### src/rtl/sa3x3_act_feeder.sv
// Control and activation feed stage for a 3x3 weight-stationary systolic array.
// Latches weights per job, pulses load/clear, then streams skewed activation lanes.
module sa3x3_act_feeder #(
    parameter int unsigned DATA_W       = 8,
    parameter int unsigned DRAIN_CYCLES = 5
) (
    input  logic                  clk,
    input  logic                  rst,
    input  logic                  start,
    input  logic [7:0]            len,
    input  logic [9*DATA_W-1:0]   w_in,
    input  logic                  in_valid,
    output logic                  in_ready,
    input  logic [3*DATA_W-1:0]   in_data,
    output logic [9*DATA_W-1:0]   w_out,
    output logic                  weight_load,
    output logic                  clear,
    output logic [DATA_W-1:0]     act_in1,
    output logic [DATA_W-1:0]     act_in2,
    output logic [DATA_W-1:0]     act_in3,
    output logic [2:0]            lane_valid,
    output logic                  busy,
    output logic                  done
);

    localparam int unsigned DCNT_W = (DRAIN_CYCLES > 1) ? $clog2(DRAIN_CYCLES) : 1;
    localparam logic [DCNT_W-1:0] DRAIN_LAST = DCNT_W'(DRAIN_CYCLES - 1);

    typedef enum logic [1:0] {
        IDLE   = 2'd0,
        LOAD   = 2'd1,
        STREAM = 2'd2,
        DRAIN  = 2'd3
    } state_t;

    state_t              state;
    logic [7:0]          len_r;
    logic [7:0]          acc_cnt;
    logic [DCNT_W-1:0]   drain_cnt;

    // Skew-line stages ahead of the lane 2 / lane 3 output registers
    logic [DATA_W-1:0]   a2_d;
    logic                a2_v;
    logic [DATA_W-1:0]   a3_d0;
    logic                a3_v0;
    logic [DATA_W-1:0]   a3_d1;
    logic                a3_v1;

    logic                hs;

    // Ready depends only on state and count so upstream may gate valid on it
    assign in_ready = (state == STREAM) && (acc_cnt < len_r);
    assign hs       = in_valid && in_ready;

    always_ff @(posedge clk) begin
        if (rst) begin
            state       <= IDLE;
            len_r       <= '0;
            acc_cnt     <= '0;
            drain_cnt   <= '0;
            w_out       <= '0;
            weight_load <= 1'b0;
            clear       <= 1'b0;
            busy        <= 1'b0;
            done        <= 1'b0;
            act_in1     <= '0;
            act_in2     <= '0;
            act_in3     <= '0;
            lane_valid  <= '0;
            a2_d        <= '0;
            a2_v        <= 1'b0;
            a3_d0       <= '0;
            a3_v0       <= 1'b0;
            a3_d1       <= '0;
            a3_v1       <= 1'b0;
        end else begin
            weight_load <= 1'b0;
            clear       <= 1'b0;
            done        <= 1'b0;

            // Skew line: non-handshake cycles shift in zero/invalid
            act_in1       <= hs ? in_data[DATA_W-1:0] : '0;
            lane_valid[0] <= hs;
            a2_d          <= hs ? in_data[2*DATA_W-1:DATA_W] : '0;
            a2_v          <= hs;
            act_in2       <= a2_d;
            lane_valid[1] <= a2_v;
            a3_d0         <= hs ? in_data[3*DATA_W-1:2*DATA_W] : '0;
            a3_v0         <= hs;
            a3_d1         <= a3_d0;
            a3_v1         <= a3_v0;
            act_in3       <= a3_d1;
            lane_valid[2] <= a3_v1;

            case (state)
                IDLE: begin
                    if (start) begin
                        w_out       <= w_in;
                        len_r       <= len;
                        acc_cnt     <= '0;
                        weight_load <= 1'b1;
                        clear       <= 1'b1;
                        busy        <= 1'b1;
                        state       <= LOAD;
                    end
                end
                LOAD: begin
                    drain_cnt <= '0;
                    state     <= (len_r != 8'd0) ? STREAM : DRAIN;
                end
                STREAM: begin
                    if (hs) begin
                        acc_cnt <= acc_cnt + 8'd1;
                        if (acc_cnt == len_r - 8'd1) begin
                            state <= DRAIN;
                        end
                    end
                end
                DRAIN: begin
                    if (drain_cnt == DRAIN_LAST) begin
                        state <= IDLE;
                        busy  <= 1'b0;
                        done  <= 1'b1;
                    end else begin
                        drain_cnt <= drain_cnt + DCNT_W'(1);
                    end
                end
                default: state <= IDLE;
            endcase
        end
    end

endmodule

### config.mk
export PLATFORM = sky130hd
export DESIGN_NAME = sa3x3_act_feeder
export DESIGN_NICKNAME = d
export VERILOG_FILES = /design/src/rtl/sa3x3_act_feeder.sv
export SDC_FILE = /design/constraint.sdc
export NUM_CORES = 1
export LEC_CHECK = 0
export BUFFER_PORTS_ARGS = -buffer_cell sky130_fd_sc_hd__buf_2
export CORE_UTILIZATION = 40
export CTS_BUF_LIST = sky130_fd_sc_hd__clkbuf_2
export DETAILED_ROUTE_END_ITERATION = 10
export GPL_TIMING_DRIVEN = 1
export MAX_ROUTING_LAYER = met4
export PLACE_DENSITY = 0.65
export SLEW_MARGIN = 0
export SYNTH_ARGS = -nofsm -noshare
export SYNTH_HDL_FRONTEND = slang
export SYNTH_SLANG_ARGS = --single-unit
export TNS_END_PERCENT = 50
### constraint.sdc
create_clock -name clk -period 4 [get_ports clk]
set_clock_uncertainty 0.05 [all_clocks]
set_input_delay 0.8 -clock clk [delete_from_list [all_inputs] [get_ports clk]]
set_output_delay 0.8 -clock clk [all_outputs]
set_load 0.01 [all_outputs]
# Word level (Yosys, flattened, before mapping)
# Index checks and enable logic that the tools add are counted.
op_classes:
  addsub: 3
  magnitude_cmp: 1
  eq_ne: 10
  muxes: 16
  bitwise_logic: 3
  reduce_logical: 15
ops:
  columns: ["cell", "n"]
  rows:
  - ["8-bit two-way mux", 2]
  - ["8-bit one-hot mux with 2 select lines", 1]
  - ["8-bit by 1-bit adder with 8-bit output (second input constant)", 1]
  - ["8-bit equality test", 1]
  - ["8-bit < comparator", 1]
  - ["2-bit two-way mux", 4]
  - ["2-bit inequality test (second input constant)", 4]
  - ["2-bit one-hot mux with 4 select lines", 1]
  - ["8-bit nonzero test", 1]
  - ["8-bit by 1-bit subtractor with 8-bit output (second input constant)", 1]
  - ["3-bit one-hot mux with 2 select lines", 1]
  - ["3-bit AND reduction", 2]
  - ["2-bit nonzero test", 3]
  - ["2-bit OR reduction", 3]
  - ["1-bit two-way mux", 5]
  - ["2-bit equality test (second input constant)", 2]
  - ["2-bit AND reduction", 2]
  - ["4-bit AND reduction", 1]
  - ["3-bit by 1-bit adder with 3-bit output (second input constant)", 1]
  - ["3-bit equality test (second input constant)", 1]
  - ["3-bit two-way mux", 1]
  - ["1-bit NOT", 3]
  - ["2-bit by 1-bit equality test with 1-bit output (second input constant)", 1]
  - ["1-bit logical AND", 2]
  - ["other kinds (3)", 3]
totals:
  register_bits: 149
  inputBits: 108
  output_inout_bits: 104

# Longest topological paths before layout
logic_depth:
  ltp_word: 5
  depth_mapped: 9
  ltp_nobuf: 9

# Worst setup path before layout
# No wires, ideal clock.
synth_path:
  path_kind: "reg-to-output"
  start: "reg len_r[6]"
  end: "out in_ready"
  arrival_ns: 1.553
  required_time_ns: 3.150
  path_slack_ns: 1.597
  stages_incl_launch_ff: 6
  cell_sequence: "dfxtp_1 -> inv_1 -> ha_1 -> and4_1 -> a2111oi_2 -> nor2b_1"
synth_between:
  elab_chain_len: 2
synth_rtl:
  columns: ["item", "line", "source"]
  rows:
  - ["start: declaration", "37", "logic [7:0] len_r;"]
  - ["start signal: assignment", "99", "len_r <= len;"]
  - ["8-bit < comparator", "52", "assign in_ready = (state == STREAM) && (acc_cnt < len_r);"]
  - ["1-bit logical AND", "52", null]
  - ["end: declaration", "13", "output logic in_ready,"]
# Every way passes these cells.

# Final worst setup path
# Ends and elaborated chain as after synthesis.

==> reports/qor.txt <==
status: complete, no violations
endpoints failing setup: 0
crit share post-route: 0.839
RSZ-0062 raised after global routing: no
reg2reg path depth: 9
Min-Delay Endpoint: a3_d0[6]
ys async rst share: 0
vias per inst: 4.81
Nets: 928
Post-synth EDFFs: 0
dominant cell type by area after synthesis: dfxtp_1
routability cong.: 0.868
CTS tree: yes
Min-Delay Path Class: in -> reg
vias in the first global route: 4,701
design area: 6760 µm²
Post-CTS Setup Bufs: 0
syn avg cell area: 8.87 µm²
Leak: 3.12 nW
WL/cell: 13.6 µm
clock sink count: 147
cells taking the most area after synthesis: dfxtp_1, nand2_1, a21oi_1, ha_1, nor2b_1
Worst Path Class, Setup: reg -> out
Initial Utilization: 0.417
combinational cell fraction of total power: 0.308
total CTS buffers: 17
initial antenna violation count: 1
Final min period: 3350 ps
Hold Fails Final Rpt: 0
Detailed Route WL: 13.4 mm
Reg clk slew, reported paths: 220 ps
Mapped Area: 5380 µm²
Arr. time, crit path: 2500 ps
reg2reg setup slack: 1420 ps
synth warn: 0
startpoint types: flop
pre-CTS setup slack: 1410 ps
Worst Path Required: 3150 ps
Fmax: 298 MHz
layout cells sized above 1: 0.315
r2r endpoint: state[0]
#FFs+latches synth: 147
Mapped Nets: 730
CTS Hold Bufs: 0
Longest Clk Path Bufs: 2
Port Buffers: 211
clock network power share: 0.220
Hold Crit Depth: 2
Peak VDD IR: 0.000286 V
DR pass1 iterations: 4
sequential-to-total area share from yosys stat: 0.547
number of max-cap violations: 0
Sum Neg Setup Slack: 0 ps
CP endpoint kind: output pin
relative slew slack: 0.423
FILL cells: 1,266
utilization after layout: 0.525
number of cells produced by synthesis: 606
Flop pwr share: 0.472
DR vias: 4,750
Cell Int Power: 2.37 mW
pin count of the biggest net entering global routing: 85
Final WS setup: 645 ps
worst r2r src: len_r[0]
H-tree depth: 4
switching fraction of total power: 0.363
Placed Area: 6540 µm²
Worst Max-Slew Pin Slew: 865 ps
switching power of the nets: 1.35 mW
Synth top area share: 0.547
die footprint: 13,900 µm²
Boundary Pins: 212
Largest register FFs: 72
most flop-heavy register: w_out
gr usage total: 0.204
Worst Min Path Start: in_data[22]
# resized after CTS: 0
ys flop type: dfxtp_1
Rows: 41
Die Height: 118 µm
Initial DRC Count: 252
DRT antenna net count: 0
pwr/cell area: 550 nW/µm²
Layout area overhead: 25.8%
CP Max Fanout: 6
Clock Latency Late Sink: 680 ps
gr ovfl total: 0
Final Max Tran Viols: 0
DP HPWL: 9.61 mm
Core ar.: 12,900 µm²
die width: 118 µm
first-pass GRT wire length: 21.8 mm
CTS root buffer: clkbuf_2
synth unique cells: 43
DRC violations left: 0
## metrics by stage
stage	std cells	hold WS, ps	power [mW]
after floorplan	606	364	2.56
after global placement	957	366	2.90
after detailed placement	957	371	2.95
after CTS	987	128	3.77
after global routing	988	116	3.97
final	988	227	3.72
## per-layer routing
| metal | vias up | global-route usage | wire [µm] |
|---|---|---|---|
| met5 | - | - | 0 |
| met4 | 0 | 0.0841 | 238 |
| met3 | 21 | 0.0712 | 888 |
| met2 | 151 | 0.346 | 6870 |
| met1 | 2215 | 0.215 | 5410 |
| li1 | 2363 | - | - |
## power groups by stage
stage,logic (mW),registers (mW),clock network (mW)
final,1.15,1.76,0.819
after detailed placement,1.16,1.79,0
after global placement,1.13,1.78,0
after CTS,1.16,1.76,0.851
after global routing,1.28,1.78,0.909
after floorplan,0.715,1.85,0
## worst max-delay path: stages (launching register included)
cell and delay, ps:
dfxtp_1 460, inv_1 100, ha_1 340, and4_1 220, a2111oi_2 360, nor2b_1 190, buf_2 140
## cell type report
class / count / area (µm²) / share of cell area
sequential: 147 / 2940 / 0.435
multi-input combinational: 408 / 2230 / 0.330
timing repair buffer: 215 / 1090 / 0.161
tap: 172 / 215 / 0.0318
clock inverter: 12 / 134 / 0.0198
clock buffer: 18 / 90.1 / 0.0133
inverter: 15 / 56.3 / 0.00833
antenna: 1 / 2.50 / 0.000370
## Yosys cell counts (2+ instances only)
master	count
nand3_1	2
o21bai_1	3
ha_1	16
a21o_1	2
nand4_1	5
a21oi_1	88
and4_1	2
a211oi_1	2
or3_1	3
xor2_1	2
nor2b_1	31
o21ai_1	2
inv_1	15
and2_1	25
nor3_2	4
o21ai_0	3
nor2_1	13
nand2_1	166
dfxtp_1	147
buf_4	3
clkbuf_1	33
xnor2_1	11
nor3_1	5
mux2i_1	4
## cell families after synthesis
family / synth area share
simple gates: 0.229
flops: 0.547
compound gates: 0.120
buf+inv: 0.0377
fa+ha+maj: 0.0372
xor+xnor: 0.0212
mux: 0.00745
## cell usage in the layout, fill, tap and decap left out, drive strengths merged, types with 3 or more instances in the layout
| cell type | instances |
|---|---|
| nor3 | 9 |
| a2111oi | 3 |
| o21ai | 5 |
| clkinv | 6 |
| ha | 16 |
| buf | 215 |
| o21bai | 3 |
| mux2i | 4 |
| nor2 | 13 |
| xnor2 | 11 |
| nand2 | 166 |
| a21oi | 88 |
| nand4 | 5 |
| clkbuf | 18 |
| inv | 18 |
| a211oi | 3 |
| dfxtp | 147 |
| or3 | 3 |
| and2 | 26 |
| nor2b | 31 |
## worst max path at each step
| stage | startpoint | endpoint |
|---|---|---|
| finish | len_r[6] | in_ready |
| global route | len_r[6] | in_ready |
| CTS | len_r[6] | in_ready |
| detailed placement | len_r[6] | in_ready |
| global placement | len_r[6] | in_ready |
| floorplan | len_r[6] | in_ready |
(Power assumes the default switching activity.)
